### src/rtl/conv2d_stream_pkg.sv
// Shared types and helpers for the streaming 2-D convolution engine.
package conv2d_stream_pkg;

    typedef enum logic [1:0] {
        StIdle,
        StRun,
        StDrain
    } state_e;

    // Result width: full-precision product plus growth for summing k*k terms.
    function automatic int unsigned acc_width(input int unsigned width, input int unsigned k);
        return 2 * width + $clog2(k * k);
    endfunction

    function automatic int unsigned coef_idx(input int unsigned k, input int unsigned r,
                                             input int unsigned c);
        return k * r + c;
    endfunction

endpackage

### src/rtl/line_buffer.sv
// Shift-register line store; each tap is the pixel from the same column 1..ROWS rows earlier.
module line_buffer #(
    parameter int unsigned DEPTH = 5,
    parameter int unsigned ROWS  = 2,
    parameter int unsigned WIDTH = 4
) (
    input  logic                        clk_i,
    input  logic                        rst_ni,
    input  logic                        en_i,
    input  logic [WIDTH-1:0]            data_i,
    output logic [ROWS-1:0][WIDTH-1:0]  taps_o
);

    localparam int unsigned LEN = DEPTH * ROWS;

    logic [WIDTH-1:0] sr_q [LEN];
    logic [WIDTH-1:0] sr_d [LEN];

    always_comb begin
        sr_d = sr_q;
        if (en_i) begin
            sr_d[0] = data_i;
            for (int unsigned i = 1; i < LEN; i++) begin
                sr_d[i] = sr_q[i - 1];
            end
        end
    end

    always_ff @(posedge clk_i or negedge rst_ni) begin
        if (!rst_ni) begin
            sr_q <= '{default: '0};
        end else begin
            sr_q <= sr_d;
        end
    end

    // Taps are read before the shift, so they align with the pixel being written.
    always_comb begin
        for (int unsigned j = 0; j < ROWS; j++) begin
            taps_o[j] = sr_q[(j + 1) * DEPTH - 1];
        end
    end

endmodule

### src/rtl/conv2d_stream.sv
// Streaming KxK convolution over a raster-order frame with valid/ready on both sides.
module conv2d_stream
    import conv2d_stream_pkg::*;
#(
    parameter int unsigned K       = 3,
    parameter int unsigned STRIDE  = 1,
    parameter int unsigned IMG_W   = 5,
    parameter int unsigned IMG_H   = 5,
    parameter int unsigned WIDTH   = 4,
    localparam int unsigned ACC_W  = acc_width(WIDTH, K)
) (
    input  logic                        clk,
    input  logic                        reset,
    input  logic [K*K*WIDTH-1:0]        filter,
    input  logic                        filter_load,
    input  logic                        in_valid,
    output logic                        in_ready,
    input  logic signed [WIDTH-1:0]     in_pixel,
    output logic                        out_valid,
    input  logic                        out_ready,
    output logic signed [ACC_W-1:0]     out_data,
    output logic                        out_last,
    output logic                        frame_done
);

    localparam int unsigned NT     = K * K;
    localparam int unsigned PW     = 2 * WIDTH;
    localparam int unsigned RW     = $clog2(IMG_H);
    localparam int unsigned CW     = $clog2(IMG_W);
    localparam int unsigned R_LAST = K - 1 + ((IMG_H - K) / STRIDE) * STRIDE;
    localparam int unsigned C_LAST = K - 1 + ((IMG_W - K) / STRIDE) * STRIDE;

    state_e                  state_q, state_d;
    logic [RW-1:0]           row_q, row_d;
    logic [CW-1:0]           col_q, col_d;
    logic signed [WIDTH-1:0] coef_q [NT];
    logic signed [WIDTH-1:0] coef_d [NT];
    logic signed [WIDTH-1:0] win_q  [NT];
    logic signed [WIDTH-1:0] win_d  [NT];
    logic signed [PW-1:0]    prod_w [NT];
    logic signed [PW-1:0]    prod_q [NT];
    logic signed [PW-1:0]    prod_d [NT];
    logic signed [ACC_W-1:0] sum;
    logic signed [ACC_W-1:0] out_data_q, out_data_d;
    logic s0_valid_q, s0_valid_d, s0_last_q, s0_last_d;
    logic s1_valid_q, s1_valid_d, s1_last_q, s1_last_d;
    logic out_valid_q, out_valid_d, out_last_q, out_last_d;
    logic frame_done_q, frame_done_d, last_acked_q, last_acked_d;
    logic en_q;
    logic [K-2:0][WIDTH-1:0] taps;
    logic stall, accept, out_hs, at_last_pix, at_last_win, win_ok;

    assign stall       = out_valid_q && !out_ready;
    assign in_ready    = en_q && (state_q != StDrain) && !stall;
    assign accept      = in_valid && in_ready;
    assign out_hs      = out_valid_q && out_ready;
    assign at_last_pix = (row_q == RW'(IMG_H - 1)) && (col_q == CW'(IMG_W - 1));
    assign at_last_win = (row_q == RW'(R_LAST)) && (col_q == CW'(C_LAST));
    assign win_ok      = (32'(row_q) >= K - 1) && (32'(col_q) >= K - 1)
                      && ((32'(row_q) - (K - 1)) % STRIDE == 0)
                      && ((32'(col_q) - (K - 1)) % STRIDE == 0);

    line_buffer #(
        .DEPTH (IMG_W),
        .ROWS  (K - 1),
        .WIDTH (WIDTH)
    ) u_line_buffer (
        .clk_i  (clk),
        .rst_ni (reset),
        .en_i   (accept),
        .data_i (in_pixel),
        .taps_o (taps)
    );

    always_comb begin
        state_d      = state_q;
        row_d        = row_q;
        col_d        = col_q;
        coef_d       = coef_q;
        frame_done_d = 1'b0;
        last_acked_d = last_acked_q || (out_hs && out_last_q);
        if (state_q == StIdle && filter_load) begin
            for (int unsigned i = 0; i < NT; i++) begin
                coef_d[i] = filter[i*WIDTH +: WIDTH];
            end
        end
        if (accept) begin
            if (at_last_pix) begin
                row_d   = '0;
                col_d   = '0;
                state_d = StDrain;
            end else begin
                state_d = StRun;
                if (col_q == CW'(IMG_W - 1)) begin
                    col_d = '0;
                    row_d = row_q + RW'(1);
                end else begin
                    col_d = col_q + CW'(1);
                end
            end
        end
        case (state_q)
            StDrain: begin
                // With coarse strides the last result can be accepted before DRAIN is reached.
                if (last_acked_q || (out_hs && out_last_q)) begin
                    state_d      = StIdle;
                    frame_done_d = 1'b1;
                    last_acked_d = 1'b0;
                end
            end
            default: ;
        endcase
    end

    // Window columns shift left; the new column is the pixel plus the line-buffer taps.
    always_comb begin
        win_d = win_q;
        if (accept) begin
            for (int unsigned r = 0; r < K; r++) begin
                for (int unsigned c = 0; c + 1 < K; c++) begin
                    win_d[coef_idx(K, r, c)] = win_q[coef_idx(K, r, c + 1)];
                end
            end
            win_d[coef_idx(K, K - 1, K - 1)] = in_pixel;
            for (int unsigned j = 1; j < K; j++) begin
                win_d[coef_idx(K, K - 1 - j, K - 1)] = $signed(taps[j - 1]);
            end
        end
    end

    for (genvar i = 0; i < NT; i++) begin : g_mul
        assign prod_w[i] = PW'(win_q[i]) * PW'(coef_q[i]);
    end

    always_comb begin
        sum = '0;
        for (int unsigned i = 0; i < NT; i++) begin
            sum = sum + ACC_W'(prod_q[i]);
        end
    end

    always_comb begin
        s0_valid_d  = s0_valid_q;
        s0_last_d   = s0_last_q;
        s1_valid_d  = s1_valid_q;
        s1_last_d   = s1_last_q;
        prod_d      = prod_q;
        out_valid_d = out_valid_q;
        out_last_d  = out_last_q;
        out_data_d  = out_data_q;
        if (!stall) begin
            s0_valid_d  = accept && win_ok;
            s0_last_d   = accept && win_ok && at_last_win;
            s1_valid_d  = s0_valid_q;
            s1_last_d   = s0_last_q;
            prod_d      = prod_w;
            out_valid_d = s1_valid_q;
            out_last_d  = s1_last_q;
            out_data_d  = sum;
        end
    end

    always_ff @(posedge clk or negedge reset) begin
        if (!reset) begin
            state_q      <= StIdle;
            row_q        <= '0;
            col_q        <= '0;
            coef_q       <= '{default: '0};
            win_q        <= '{default: '0};
            prod_q       <= '{default: '0};
            s0_valid_q   <= 1'b0;
            s0_last_q    <= 1'b0;
            s1_valid_q   <= 1'b0;
            s1_last_q    <= 1'b0;
            out_valid_q  <= 1'b0;
            out_last_q   <= 1'b0;
            out_data_q   <= '0;
            frame_done_q <= 1'b0;
            last_acked_q <= 1'b0;
            en_q         <= 1'b0;
        end else begin
            state_q      <= state_d;
            row_q        <= row_d;
            col_q        <= col_d;
            coef_q       <= coef_d;
            win_q        <= win_d;
            prod_q       <= prod_d;
            s0_valid_q   <= s0_valid_d;
            s0_last_q    <= s0_last_d;
            s1_valid_q   <= s1_valid_d;
            s1_last_q    <= s1_last_d;
            out_valid_q  <= out_valid_d;
            out_last_q   <= out_last_d;
            out_data_q   <= out_data_d;
            frame_done_q <= frame_done_d;
            last_acked_q <= last_acked_d;
            en_q         <= 1'b1;
        end
    end

    assign out_valid  = out_valid_q;
    assign out_data   = out_data_q;
    assign out_last   = out_last_q;
    assign frame_done = frame_done_q;

endmodule

### config.mk
export PLATFORM = sky130hd
export DESIGN_NAME = conv2d_stream
export DESIGN_NICKNAME = d
export VERILOG_FILES = /design/src/rtl/conv2d_stream_pkg.sv /design/src/rtl/line_buffer.sv /design/src/rtl/conv2d_stream.sv
export SDC_FILE = /design/constraint.sdc
export NUM_CORES = 1
export LEC_CHECK = 0
export ABC_AREA = 0
export CORE_MARGIN = 4
export CORE_UTILIZATION = 50
export CTS_BUF_LIST = sky130_fd_sc_hd__clkbuf_4 sky130_fd_sc_hd__clkbuf_8 sky130_fd_sc_hd__clkbuf_16
export CTS_CLUSTER_DIAMETER = 60
export DETAILED_ROUTE_END_ITERATION = 8
export PLACE_DENSITY = 0.68
export SETUP_SLACK_MARGIN = 0.05
export SLEW_MARGIN = 5
export SYNTH_ARGS = -nofsm -noshare
export SYNTH_HDL_FRONTEND = slang
export SYNTH_SLANG_ARGS = --single-unit
### constraint.sdc
create_clock -name clk -period 5.4 [get_ports clk]
set_input_delay 1.08 -clock clk [delete_from_list [all_inputs] [get_ports clk]]
set_output_delay 1.08 -clock clk [all_outputs]
set_load 0.01 [all_outputs]
## Yosys cells after proc, flatten, opt, wreduce, memory -nomap -nowiden

Index checks and enable logic that the tools add are counted.

- Register bits after elaboration: 189
- Bits of input ports: 45
- Output and inout port bits: 16
- Word-level logic and storage cells: 97

- Add/subtract/negate cells: 10
- Multiply operators: 9
- Order comparisons: 2
- Eq/ne operators: 4
- Muxes and demuxes: 11
- Reductions and logical operators: 17

Operator list:

| operator | count |
|---|---|
| multiplier 4 x 4 -> 8 bit | 9 |
| adder 12 x 8 -> 12 bit | 4 |
| adder 11 x 8 -> 12 bit | 1 |
| 2-to-1 mux 3 bit | 4 |
| adder 10 x 8 -> 11 bit | 1 |
| logical AND 1 bit | 11 |
| adder 9 x 8 -> 10 bit | 1 |
| adder 8 x 8 -> 9 bit | 1 |
| 2-to-1 mux 2 bit | 4 |
| adder 3 x 1 -> 3 bit, second input constant | 2 |
| == test 3 bit, second input constant | 2 |
| greater-or-equal comparator 3 x 2 -> 1 bit, second input constant | 2 |
| 2-to-1 mux 1 bit | 3 |
| == test 2 bit, second input constant | 1 |
| logical NOT 1 bit | 2 |
| logical NOT 2 bit | 1 |
| != test 2 bit, second input constant | 1 |
| AND reduction 2 bit | 1 |
| nonzero test 2 bit | 1 |
| logical OR 1 bit | 1 |

## Logic depth before layout (Yosys ltp)

Gate-level depths: netlist (run 1).

- Depth after elaboration: 8
- Depth in mapped cells: 16
- Gate-level depth less buffers: 16

## Modules after synthesis

A second synthesis (run 1) with hierarchy kept.

- Cells, all modules: 1463
- Area, all modules: 14866.8 sq um

Modules (own cells, without submodules):

| module | times used | cells each | area each (sq um) | seq. area each (sq um) |
|---|---|---|---|---|
| conv2d_stream | 1 | 1371 | 13310.3 | 4329.2 |
| line_buffer | 1 | 92 | 1556.5 | 1001.0 |

## Worst setup path before layout (run 1)

OpenSTA, ideal clock, no wires.

- Kind: register -> register
- From: register prod_q[2] (netlist bit)
- To: register out_data_q[8] (netlist: out_data[8])
- Library setup time: 120 ps
- Data arrival time: 4044 ps
- Path slack: 1236 ps
- Cell stages (with the launch flop): 17
- Buffers on the path: 0
- Clock period less this slack: 4164 ps
- Cells stage by stage: dfrtp_1 inv_1 fa_1 inv_1 fa_1 fa_1 inv_1 fa_1 inv_1 ha_1 inv_1 fa_1 nor2b_4 o31a_1 o21a_1 or3_1 a31o_1

- Cells in the longest elaborated chain, start to end: 1

Ends and longest elaborated chain:

| item | RTL line | source |
|---|---|---|
| from (decl) | conv2d_stream.sv:41 | `logic signed [PW-1:0] prod_q [NT];` |
| from (signal assigned) | conv2d_stream.sv:187 | `prod_q <= prod_d;` |
| adder 12 x 8 -> 12 bit | conv2d_stream.sv:138 | `sum = sum + ACC_W'(prod_q[i]);` |
| to (signal assigned) | conv2d_stream.sv:194 | `out_data_q <= out_data_d;` |
| to (decl) | conv2d_stream.sv:44 | `logic signed [ACC_W-1:0] out_data_q, out_data_d;` |

No other way between the ends.
A chain may end at the register's enable or synchronous reset.

## Worst setup path in the final report (run 1)

Same ends and word-level chain as after synthesis.

==> metrics.yaml, run 1 <==
die_h_um: 175
first_global_vias: 9378
ctsHtreeMaxLevel: 4
hold_path.class: "reg -> reg"
cts_buffer_depth: 2
grt_overflow: 0
num_vias: 8806
final_layout_size_suffix_gt1_frac: 0.0901
fin_crit_ps: 4340
grt_max_degree: 110
slew_viol_final: 0
avgViaCountPerCell: 4.98
dr.pass1.iters: 6
synthToLayoutAreaGrowth_pct: 11.7
wl_per_cell_um: 14.4
slew_headroom: 0.358
design.core.area_mm2: 0.0271
register_area_mm2: 0.00473
initial_core_util: 0.512
ys_ff_latch: 189
portBuffers: 60
cts-hold-fix-buffers: 0
rsz0062_at_grt: "no"
timing.hold.ws_ps: 462
io_pins: 61
grt_usage: 0.181
dpl.hpwl_mm: 19.7
r2r_end: "out_data[8]"
r2r-start: "prod_q[2]"
cts_resized: 0
synth_top_flop_cell: "dfrtp_1"
rows: 60
dieWidth_um: 175
max_freq_mhz: 230
critical_path_class: "reg -> reg"
cts_sinks: 189
cts_tree: "built"
skew_ps: 9.38
routabilityCongestion: 0.794
reg2reg_slack_ps: 1060
crit_end: "out_data[8]"
cts_root_buf: "clkbuf_16"
routed_wl_mm: 25.5
async_flop_share: 1.00
synthesis.nets: 1638
numCtsBuffers: 17
clk_latency_ps: 450
grt_pass1_wl_mm: 45.3
seq_area_frac_synth: 0.341
antenna_found_initial: 0
dieArea_mm2: 0.0305
nFillCells: 2325
yosys_warnings: 0
layout_setup_ws_ps: 1060
setup_tns_ps: 0
period_share: 0.805
crit_path_start_kind: "flip-flop"
hold_viol_final: 0
max_cap_viol_count: 0
insertedDiodeCount: 0
synthCells: 1329
arrival_ps: 4680
setup_viol: 0
outcome: "finished clean"
place_ws_ps: 1070
synth_edf_count: 0
ys_types: 42
startpoint: "prod_q[2]"
fin_nets: 1695
end_kind: "flip-flop"
drt-initial-drc-count: 399
clk_pin_slew_worst_paths_ps: 80
r2r_cells: 16
syn_area_mm2: 0.0139
drc: 0
cts_setup_buffers: 0
syn_avg_cell_area_um2: 10.4
antenna_left: 0
cp_max_fo: 3
multi_input_area_mm2: 0.00818
crit_required_ps: 5730
tightest_slew_ps: 964
instances_no_fill: 1770
dp.cells: 1739
[registers in the layout, indices dropped and copies added, names as in the netlist, 2 cells and up]
signal	cells
prod_q	72
u_line_buffer.sr_q	8
state_q	2
win_q	36
coef_q	36
u_line_buffer.taps_o	8
col_q	3
row_q	3
out_data	12
[layer usage]
metal | GRT usage | share of wire | up-vias
met5 | 0 | 0 | -
met4 | 0.0484 | 0.014 | 0
met3 | 0.0257 | 0.023 | 21
met2 | 0.298 | 0.48 | 80
met1 | 0.253 | 0.48 | 4425
li1 | - | - | 4280
[critical path, cell delays in order (launching register included)]
cell and delay (ps):
dfrtp_1 330, inv_1 60, fa_1 530, inv_1 60, fa_1 500, fa_1 550, inv_1 50, fa_1 520
inv_1 40, ha_1 230, inv_1 80, fa_1 240, nor2b_4 60, o31a_1 270, o21a_1 190, or3_1 310
a31o_1 210
[synth_stat cells, types with 2 or more instances]
cell	n	share of area
o21a_1	2	0.0011
ha_1	124	0.11
nor2_1	33	0.0089
nand2_1	188	0.051
or3_1	2	0.00090
a21o_1	23	0.012
o21ai_0	57	0.021
a21oi_1	46	0.017
dfrtp_1	189	0.34
nor3_1	2	0.00072
buf_1	5	0.0014
inv_1	231	0.063
xnor2_1	48	0.030
nand2b_1	30	0.014
and2_1	51	0.023
buf_2	10	0.0036
xor2_1	20	0.013
nor3b_1	3	0.0016
a211oi_1	2	0.0011
clkbuf_1	15	0.0041
mux2_2	79	0.064
o31a_1	2	0.0013
nand3_1	9	0.0032
fa_1	140	0.20
[logic make-up (layout without fill, tap and decap cells)]
group,after synthesis,after routing,share of synthesized area
xor+xnor,68,68,0.0429
fa+ha+maj,264,264,0.314
simple gates,325,325,0.107
other cells,1,1,0.000270
flops,189,189,0.341
mux,79,79,0.0641
buf+inv,261,330,0.0715
compound gates,142,142,0.0590
[worst min path at each step]
stage	slack, ps	end	cells past startpoint	from
2_1_floorplan	430	s1_valid_q	2	s1_valid_q
3_3_place_gp	440	s1_valid_q	2	s1_valid_q
3_5_place_dp	450	out_valid	1	s1_valid_q
4_1_cts	470	out_valid	1	s1_valid_q
5_1_grt	490	out_last	2	s1_last_q
6_report	460	out_valid	1	s1_valid_q
[cell usage in the layout, fill, tap and decap left out, drive strengths merged]
cell type | Yosys | layout
o21bai | 2 | 2
o21a | 2 | 2
nand3b | 1 | 1
a211oi | 3 | 3
mux2 | 79 | 79
nand2 | 188 | 188
xor2 | 20 | 20
nor3b | 3 | 3
nand3 | 9 | 9
nor4b | 1 | 1
o22ai | 1 | 1
nor2b | 2 | 2
nand2b | 30 | 30
o21ai | 58 | 58
o31a | 2 | 2
or3 | 2 | 2
a31oi | 1 | 1
and2 | 51 | 51
fa | 140 | 140
buf | 15 | 8
a31o | 1 | 1
a21oi | 46 | 46
a22o | 1 | 1
clkdlybuf4s50 | 0 | 59
a21o | 23 | 23
or2 | 1 | 1
and3 | 1 | 1
dfrtp | 189 | 189
nand4 | 1 | 1
clkinv | 0 | 7
clkbuf | 15 | 18
xnor2 | 48 | 48
nor3 | 2 | 2
ha | 124 | 124
o221ai | 1 | 1
o31ai | 1 | 1
nor2 | 33 | 33
inv | 231 | 238
conb | 1 | 1
[metrics by stage]
stage,instance area [um^2],utilization
floorplan,13900,-
global route,15500,0.572
CTS,15500,0.572
detailed placement,14900,0.550
global placement,14900,0.550
finish,15500,0.572
[cell type report]
type,instances,area share
clock inverters,14,0.0110
clock buffers,17,0.0274
multi-input cells,879,0.528
well taps,372,0.0300
inverters,231,0.0559
repair buffers,68,0.0429
flip-flops and latches,189,0.305
Power of run 1 is left out: the tool's default activity adds up to more than one toggle a clock period on the data nets, which glitch-free logic cannot reach.
==> run 2: changes to the inputs <==
Clock period 5.4 ns to 4.2 ns, I/O delays scaled along.
==> run 2 against run 1 <==
Non-clock buffer count is 9 higher. Sequential cell count stayed put. Clock skew is 3.3 ps higher. Setup slack worse by 1100 ps. Register-to-register slack worse by 1100 ps. Final cell count is 0.56% higher. Via count hardly changed. Fmax is 3.4% higher. Critical path depth is 2 lower. Worst hold slack better by 2.2 ps. Global-route usage is 0.71 points higher. The flow now finishes with violations (setup timing). First-iteration DRC count is 2.5% lower.
==> metrics.yaml, run 2 (synthesis gave the netlist of run 1 again) <==
crit_required_ps: 4520  # -1210 ps
first_global_vias: 9445  # +0.71%
grt_overflow: 0  # unchanged
num_vias: 8800  # -0.068%
hold_viol_final: 0  # unchanged
clk_latency_ps: 430  # -20 ps
fin_crit_ps: 4200  # -142 ps
insertedDiodeCount: 0  # unchanged
antenna_found_initial: 0  # unchanged
cts_buffer_depth: 2  # unchanged
violations: "setup timing"
grt_usage: 0.188  # +0.00711
rsz0062_at_grt: "yes"
period_share: 1.00  # +0.196
cts-hold-fix-buffers: 0  # unchanged
cp_num_buf_inv: 3  # -2
avgViaCountPerCell: 4.94  # -0.63%
slew_headroom: 0.360  # +0.00239
layout_setup_ws_ps: -2.50  # -1060 ps
cp_max_fo: 2  # -1
stdcell_area_mm2: 0.0157  # +1.2%
timing.hold.ws_ps: 465  # +2.20 ps
place_ws_ps: -47.2  # -1110 ps
route.met2.wl_mm: 13.1  # +6.5%
dpl.hpwl_mm: 20.5  # +4.1%
cp_common_cell: "fa_1"
grt_pass1_wl_mm: 47.1  # +3.9%
tightest_slew_ps: 960  # -3.59 ps
dieArea_mm2: 0.0305  # unchanged
ctsHtreeMaxLevel: 4  # unchanged
worst_path_max_delay_cell: "fa_1"
initial_core_util: 0.512  # unchanged
routabilityCongestion: 0.817  # +2.9%
final_common_cell: "inv_1"
cts_sinks: 189  # unchanged
wl_met1_mm: 12.8  # +4.5%
design.core.area_mm2: 0.0271  # unchanged
wl_per_cell_um: 15.0  # +4.2%
cts_root_buf: "clkbuf_16"
instances_no_fill: 1780  # +0.56%
place_area_mm2: 0.0150  # +0.54%
drc: 0  # unchanged
path_cells: "fa_1 > fa_1 > fa_1 > inv_2 > fa_1 > inv_1 > ha_2 > inv_2 > fa_2 > nor2b_4 > o31a_1 > o21a_1 > or3_1 > a31o_1"
nFillCells: 2333  # +0.34%
critical_path_class: "reg -> reg"
portBuffers: 60  # unchanged
antenna_left: 0  # unchanged
io_pins: 61  # unchanged
final_cell_mix: "229 x inv_1, 189 x dfrtp_1, 188 x nand2_1, 139 x fa_1, 120 x ha_1"
dr.max_layer_used: "met4"
outcome: "finished with violations"
rows: 60  # unchanged
dieWidth_um: 175  # unchanged
largest_reg_flops: 72  # unchanged
dp.cells: 1746  # +0.40%
dr.pass1.iters: 4  # -2
routed_wl_mm: 26.7  # +4.8%
cpPeakStageDelay_ps: 580  # +30 ps
crit_path_start_kind: "flip-flop"
grt_max_degree: 109  # -0.91%
synthToLayoutAreaGrowth_pct: 13.1
die_h_um: 175  # unchanged
arrival_ps: 4520  # -160 ps
setup_viol: 1  # +1
clk_pin_slew_worst_paths_ps: 70  # about the same
numCtsBuffers: 17  # unchanged
drt-initial-drc-count: 389  # -2.5%
reg.largest.list: "prod_q (72), coef_q (36), win_q (36)"
hold_path.class: "reg -> reg"
fin_nets: 1704  # +0.53%
max_cap_viol_count: 0  # unchanged
met3_length_um: 506  # -14%
end_kind: "flip-flop"
critPathTopFamily: "adder cells"
skew_ps: 12.7  # +3.35 ps
cts_tree: "built"
max_freq_mhz: 238  # +3.4%
final_layout_size_suffix_gt1_frac: 0.104  # +0.0136
slew_viol_final: 0  # unchanged
max_flop_register: "prod_q"
-- run 2: per-stage QoR --
stage	setup TNS (ps)	utilization
6_report	-2.50	0.579
2_1_floorplan	0	-
3_5_place_dp	-76.2	0.553
5_1_grt	-266	0.579
4_1_cts	0	0.577
3_3_place_gp	0	0.553
-- run 2: path summary, 6_finish.rpt --
path                       startpoint     endpoint  slack (ps)  cells after the start
setup / recovery           prod_q[42]  out_data[8]          -2                     14
hold / removal             s1_valid_q   s1_valid_q         460                      2
setup reg to reg           prod_q[42]  out_data[8]          -2                     14
hold reg to reg            s1_valid_q   s1_valid_q         460                      2
max in group asynchronous       reset   prod_q[55]        2770                      2
min in group asynchronous       reset     win_q[2]         490                      1
-- run 2: final cells by class --
type / instances / area (um^2) / share of cell area
timing repair buffer: 77 / 757 / 0.0483
multi-input combinational: 879 / 8250 / 0.526
clock buffer: 19 / 447 / 0.0285
tap: 372 / 465 / 0.0297
inverter: 231 / 867 / 0.0553
sequential: 189 / 4730 / 0.302
clock inverter: 13 / 174 / 0.0111
-- run 2: what timing repair did --
item	4_1_cts	5_1_grt
gates resized for setup	7	7
pin swaps	8	4
buffers inserted	1	1
endpoints found under the setup margin	3	5
-- run 2: tightest hold or removal path, delay by kind of cell (launching register included) --
family	cells	cell delay, ps
DFF	1	340
and+or+nand+nor	2	100
-- run 2: layer usage --
metal | vias up | global-route usage
li1 | 4285 | -
met1 | 4412 | 0.264
met5 | - | 0
met3 | 22 | 0.0217
met2 | 81 | 0.317
met4 | 0 | 0.0419
Power of run 2 is left out for the same reason.
==> run 3: changes to the inputs <==
Settings changed: GPL_TIMING_DRIVEN set to 1.
==> results of run 3 <==
Same layout as run 2: the final DEF is identical, and so are final timing and power.
Power of run 3 is left out for the same reason.
